===== config.mk =====
export PLATFORM = sky130hd
export DESIGN_NAME = ram_bist_initiator
export DESIGN_NICKNAME = d
export VERILOG_FILES = /design/src/rtl/ram_bist_initiator.sv
export SDC_FILE = /design/constraint.sdc
export NUM_CORES = 1
export LEC_CHECK = 0
export CAP_MARGIN = 40
export CORE_MARGIN = 2
export CORE_UTILIZATION = 55
export CTS_CLUSTER_DIAMETER = 150
export DETAILED_ROUTE_END_ITERATION = 10
export GPL_TIMING_DRIVEN = 0
export PLACE_DENSITY = 0.78
export SETUP_SLACK_MARGIN = 0.05
export SLEW_MARGIN = 20
export SYNTH_ARGS = -nofsm -noshare
export SYNTH_HDL_FRONTEND = slang
export SYNTH_SLANG_ARGS = --single-unit

===== constraint.sdc =====
create_clock -name clk -period 3.7 [get_ports clk]
set_input_delay 0.37 -clock clk [delete_from_list [all_inputs] [get_ports clk]]
set_output_delay 0.37 -clock clk [all_outputs]
set_load 0.02 [all_outputs]

===== src/rtl/ram_bist_initiator.sv =====
// ram_bist_initiator
// Built-in self-test sequencer for a single-port RAM. On an accepted start it
// writes seed+k to base_addr+k for every word in the window, reads the window
// back, checks each returned word against the regenerated pattern, and
// reports pass/fail, a saturating error count and the first failing address.
// While a test is running this block is the only master on the RAM port.

module ram_bist_initiator #(
  parameter int AW     = 32,
  parameter int DW     = 32,
  parameter int RD_LAT = 1
) (
  input  logic          clk,
  input  logic          reset,

  input  logic          start,
  input  logic [AW-1:0] base_addr,
  input  logic [AW-1:0] num_words,
  input  logic [DW-1:0] seed,

  output logic          busy,
  output logic          done,
  output logic          pass,
  output logic [15:0]   err_count,
  output logic [AW-1:0] first_err_addr,

  output logic          read,
  output logic          write,
  output logic [AW-1:0] address,
  output logic [DW-1:0] data,
  input  logic [DW-1:0] read_data
);

  typedef enum logic [2:0] {
    S_IDLE,
    S_WRITE,
    S_READ,
    S_DRAIN,
    S_DONE
  } state_t;

  state_t state;
  state_t state_next;

  // Test parameters captured when a start is accepted
  logic [AW-1:0] base_q;
  logic [AW-1:0] count_q;
  logic [DW-1:0] seed_q;

  // Word index within the window for the current write or read sweep
  logic [AW-1:0] idx_q;

  // Read-compare pipeline: stage 0 is the newest entry, stage RD_LAT-1 the
  // entry whose read data is on read_data this cycle
  logic [RD_LAT-1:0] pipe_vld;
  logic [DW-1:0]     pipe_exp  [RD_LAT];
  logic [AW-1:0]     pipe_addr [RD_LAT];

  logic          start_ok;
  logic          last_idx;
  logic          young_pending;
  logic          mature;
  logic          mismatch;
  logic [DW-1:0] exp_word;
  logic [15:0]   err_next;

  assign start_ok = (state == S_IDLE) && start;
  assign last_idx = (idx_q == count_q - AW'(1));
  assign exp_word = seed_q + DW'(idx_q);

  // Anything still in flight other than the oldest stage means another
  // comparison is due after this cycle, so draining is not finished yet
  assign young_pending = |(pipe_vld << 1);

  assign mature   = pipe_vld[RD_LAT-1];
  assign mismatch = mature && (read_data != pipe_exp[RD_LAT-1]);

  // State register
  always_ff @(posedge clk) begin
    if (reset) begin
      state <= S_IDLE;
    end else begin
      state <= state_next;
    end
  end

  // Next-state logic: write sweep, read sweep, wait for last compare, report
  always_comb begin
    state_next = state;
    case (state)
      S_IDLE: begin
        if (start) begin
          if (num_words == '0) begin
            state_next = S_DONE;
          end else begin
            state_next = S_WRITE;
          end
        end
      end
      S_WRITE: begin
        if (last_idx) begin
          state_next = S_READ;
        end
      end
      S_READ: begin
        if (last_idx) begin
          state_next = S_DRAIN;
        end
      end
      S_DRAIN: begin
        if (!young_pending) begin
          state_next = S_DONE;
        end
      end
      S_DONE: begin
        state_next = S_IDLE;
      end
      default: begin
        state_next = S_IDLE;
      end
    endcase
  end

  // Strobes and status decoded straight from the state so they can never overlap
  always_comb begin
    write = 1'b0;
    read  = 1'b0;
    busy  = 1'b0;
    done  = 1'b0;
    case (state)
      S_WRITE: begin
        write = 1'b1;
        busy  = 1'b1;
      end
      S_READ: begin
        read = 1'b1;
        busy = 1'b1;
      end
      S_DRAIN: begin
        busy = 1'b1;
      end
      S_DONE: begin
        done = 1'b1;
      end
      default: begin
      end
    endcase
  end

  // Address/data generation: both wrap naturally at their register widths
  always_ff @(posedge clk) begin
    if (reset) begin
      base_q  <= '0;
      count_q <= '0;
      seed_q  <= '0;
      idx_q   <= '0;
      address <= '0;
      data    <= '0;
    end else begin
      case (state)
        S_IDLE: begin
          if (start) begin
            base_q  <= base_addr;
            count_q <= num_words;
            seed_q  <= seed;
            idx_q   <= '0;
            address <= base_addr;
            data    <= seed;
          end
        end
        S_WRITE: begin
          if (last_idx) begin
            idx_q   <= '0;
            address <= base_q;
          end else begin
            idx_q   <= idx_q + AW'(1);
            address <= address + AW'(1);
            data    <= data + DW'(1);
          end
        end
        S_READ: begin
          if (!last_idx) begin
            idx_q   <= idx_q + AW'(1);
            address <= address + AW'(1);
          end
        end
        default: begin
        end
      endcase
    end
  end

  // Expected-value pipeline matching the RAM read latency
  always_ff @(posedge clk) begin
    if (reset) begin
      pipe_vld <= '0;
      for (int k = 0; k < RD_LAT; k++) begin
        pipe_exp[k]  <= '0;
        pipe_addr[k] <= '0;
      end
    end else begin
      pipe_vld[0]  <= (state == S_READ);
      pipe_exp[0]  <= exp_word;
      pipe_addr[0] <= address;
      for (int k = 1; k < RD_LAT; k++) begin
        pipe_vld[k]  <= pipe_vld[k-1];
        pipe_exp[k]  <= pipe_exp[k-1];
        pipe_addr[k] <= pipe_addr[k-1];
      end
    end
  end

  // Error count including this cycle's comparison, saturating at all-ones
  always_comb begin
    err_next = err_count;
    if (mismatch && (err_count != 16'hFFFF)) begin
      err_next = err_count + 16'd1;
    end
  end

  // Result registers: cleared on start, updated by compares, pass decided on DONE entry
  always_ff @(posedge clk) begin
    if (reset) begin
      err_count      <= '0;
      first_err_addr <= '0;
      pass           <= 1'b0;
    end else if (start_ok) begin
      err_count      <= '0;
      first_err_addr <= '0;
      pass           <= (num_words == '0);
    end else begin
      err_count <= err_next;
      if (mismatch && (err_count == 16'd0)) begin
        first_err_addr <= pipe_addr[RD_LAT-1];
      end
      if (state_next == S_DONE) begin
        pass <= (err_next == 16'd0);
      end
    end
  end

endmodule


==> impl_metrics.csv <==
group,metric,value,unit
run_status,status,"complete, no violations",
synthesis,synthCells,2072,
floorplanning,initial_core_util,55.8,%
clocking,root_buffer,"clkbuf_16",
clocking,cts_sinks,309,
placed_design,place_area,0.0195,mm2
floorplanning,die_w,177,um
detailed_routing,dr.pass1.iters,7,
timing,layout_min_cycle_time,3.56,ns
synthesis,syn_avg_cell_area,7.98,um2
grt,grt.total_usage,36.3,%
synthesis,synth_seq_area_share,37.4,%
placed_design,gp_congestion,0.989,
power,leakage,0.00786,uW
grt,use_met3,7.37,%
timing,slew_headroom,38.5,%
grt,busiest_layer,"met2",
critical_path,cp_slowest_cell,"or4_4",
timing,report.final.slew_viol_count,0,
detailed_routing,drt_iter0_markers,1704,
detailed_routing,drc,0,
timing,worst_slew_pin_slew,0.913,ns
critical_path,cpPeakStageDelay,0.57,ns
layout,drive_gt1_share,8.36,%
critical_path,required,4.13,ns
detailed_routing,vias_per_cell,6.25,
floorplanning,num_io_pins,248,
critical_path,critPathTopFamily,"simple AND/OR/NAND/NOR gates",
grt,grt_pass1_wl,89300,um
synthesis,synth_top_cell_area_share,37.4,%
critical_path,rr_startpoint,"count_q[9]",
timing,finalCritPeriodShare,96.2,%
synthesis,synth_edf_count,0,
synthesis,ys_ff_latch,309,
placed_design,io_buffers,247,
floorplanning,die_area,0.0315,mm2
clocking,hold_buffers,0,
floorplanning,coreArea,0.0296,mm2
placed_design,dp_hpwl,44500,um
grt,grt-ovfl-total,0,
grt,grt_max_degree,14,
hold_path,worst_hold_path.endpoint,"base_q[19]",
grt,grt_pass1_vias,16100,
hold_path,holdPathStages,3,
clocking,cts_tree,"built",
critical_path,path_cells,"or4_4 > or4_1 > a211oi_2 > nor2_1 > a2111oi_2 > nand4_1 > nor3_4 > or2_1 > buf_4 > buf_8 > o32ai_1 > a22o_1",
synthesis,synth_nets,2241,
critical_path,worstSetupEndpointType,"flop",
clocking,clk_pin_slew,0.06,ns
power,vdd_drop_max,0.415,mV
synthesis,ys.flop_type,"dfxtp_1",
grt,grt_util_met2,60.1,%
floorplanning,rows,63,
power,cellPowerDensity,423,mW/mm2
hold_path,hold_path_startpoint,"base_addr[19]",
critical_path,path_buf_inv,2,
synthesis,synth_area_leader_cell,"dfxtp_1",
timing,fmax,281,MHz
clocking,clock_latency,0.54,ns
detailed_routing,finalWirelength,59900,um
timing,setup_viol,0,
layout,final_util,71.4,%
layout,final_area,0.0212,mm2
timing,rsz0062_at_grt,"yes",
critical_path,arrival,3.99,ns
grt,grt.met1_usage,46.5,%
timing,hold_viol,0,
synthesis,async_reset_ff_share,0,%
critical_path,cp-start-kind,"flop",
synthesis,ys_top_cells_by_area,"dfxtp_1 37%, nand2_1 7.5%, a21oi_1 6.1%",
synthesis,syn_area,0.0165,mm2
critical_path,rrSetupSlack,0.14,ns
layout,layout.nets,2549,
run,drv_cap,0,
hold_path,hold_path_class,"primary input to flop",
layout,nFillCells,2440,
detailed_routing,wire_per_inst,21.4,um
critical_path,timing.rr.end,"address[4]",
layout,syn_to_final_growth,27.9,%
clocking,h-tree-depth,2,
critical_path,critPathKind,"flop to flop",
floorplanning,fp.dieH,177,um
timing,finClkSkew,0.0309,ns
synthesis,ys_types,92,
synthesis,ys.warnings.count,0,
detailed_routing,num_vias,17500,
critical_path,r2r_cells,12,
clocking,numCtsBuffers,35,
critical_path,path_max_fanout,10,
clocking,cts_buffer_depth,3,
detailed_routing,ant_nets,0,
grt,antenna_found_initial,2,
-- state kept, by name, summed over array words and instances (netlist names) --
name,cells
address,32
base_q,32
count_q,32
data,32
err_count,16
first_err_addr,32
idx_q,32
mature,1
pass,1
pipe_addr,32
pipe_exp,32
seed_q,32
state,3
-- worst min-delay path: cells and delay by family --
family,cells,cell delay (ns)
AO/OA/AOI/OAI,1,0.05
buffers and inverters,1,0.42
AND/OR/NAND/NOR,1,0.07
-- synth_stat cells (30+ instances only) --
cell	n
a21oi_1	203
and3_1	31
clkbuf_1	80
dfxtp_1	309
ha_1	37
inv_1	38
mux2i_1	36
nand2_1	332
nand3_1	63
nor2_1	208
nor2b_1	32
nor3_1	32
nor4_1	32
o21ai_0	62
or3_1	30
xnor2_1	57
xor2_1	63
-- metrics by stage --
stage | TNS, ns | hold WS (ns) | instances | worst slack (ns) | power [uW]
floorplan | 0 | 0.436 | 2072 | 0.403 | 4590
global placement | -15.00 | 0.442 | 2709 | -0.450 | 5210
detailed placement | -19.24 | 0.447 | 2712 | -0.474 | 5240
CTS | 0 | 0.415 | 2783 | 0.0548 | 8840
global route | -0.0232 | 0.453 | 2794 | -0.0232 | 9200
finish | 0 | 0.427 | 2796 | 0.139 | 8950
-- how the worst max path moves through the flow --
stage / slack [ns] / cells past startpoint / endpoint / start
3_3_place_gp: -0.45 / 12 / address[19] / count_q[0]
5_1_grt: -0.02 / 14 / idx_q[27] / count_q[2]
2_1_floorplan: 0.40 / 13 / idx_q[25] / count_q[0]
3_5_place_dp: -0.47 / 12 / address[19] / count_q[0]
6_report: 0.14 / 12 / address[4] / count_q[9]
4_1_cts: 0.05 / 11 / data[22] / count_q[9]
-- cells in the final DEF, fill, tap and decap left out, types with 10 or more instances in the layout --
master / instances
clkdlybuf4s50_1: 247
clkbuf_1: 82
buf_4: 28
a31oi_1: 15
nor3_1: 32
xor2_1: 63
mux2i_1: 36
nor2_1: 204
a21oi_1: 203
and2_1: 12
a22oi_1: 10
buf_1: 15
nand2_1: 331
and3_1: 31
or4_1: 16
or3_1: 30
nand4_1: 26
o32ai_1: 11
inv_1: 38
nor4_1: 30
o31ai_1: 19
nand3_1: 62
or2_2: 11
nor2b_1: 32
a21o_1: 28
clkbuf_16: 36
o21ai_1: 11
dfxtp_1: 304
xnor2_1: 56
o21ai_0: 60
ha_1: 36
a211oi_1: 18
o211ai_1: 14
a22o_1: 13
-- cell type report --
type                            count  area [um2]  share of cell area [%]
Tap cell                          390         488                    2.31
Timing Repair Buffer              273        2690                    12.7
Clock inverter                     11         174                   0.822
Antenna cell                        2        5.00                  0.0236
Clock buffer                       50        1010                    4.79
Multi-Input combinational cell   1604        9900                    46.8
Buffer                            117         553                    2.61
Inverter                           40         150                   0.709
Sequential cell                   309        6190                    29.3
-- metal layers --
metal | vias up | part of all wire, %
met1 | 8289 | 41
met2 | 989 | 46
met4 | 0 | 3.8
met5 | - | 0
li1 | 8038 | -
met3 | 171 | 9.8
-- cells by family after synthesis --
group           count (synthesis)  synth area share [%]
xor+xnor                      120                  6.35
compound gates                515                  20.4
flops                         309                  37.4
buf+inv                       159                  4.11
simple gates                  890                  26.3
mux                            41                  2.52
fa+ha+maj                      38                  2.92
-- power by group --
part	internal (uW)	switching [uW]
combinational	686	943
sequential	3500	199
clock	2190	1430
total	6380	2570
-- repair_timing --
item	in CTS	in global routing
setup buffers	10	11
cloned	0	1
pin swaps	8	17
resized for setup	15	54
setup endpoints to repair	93	98
No activity file was read; power rests on OpenSTA's default activity.
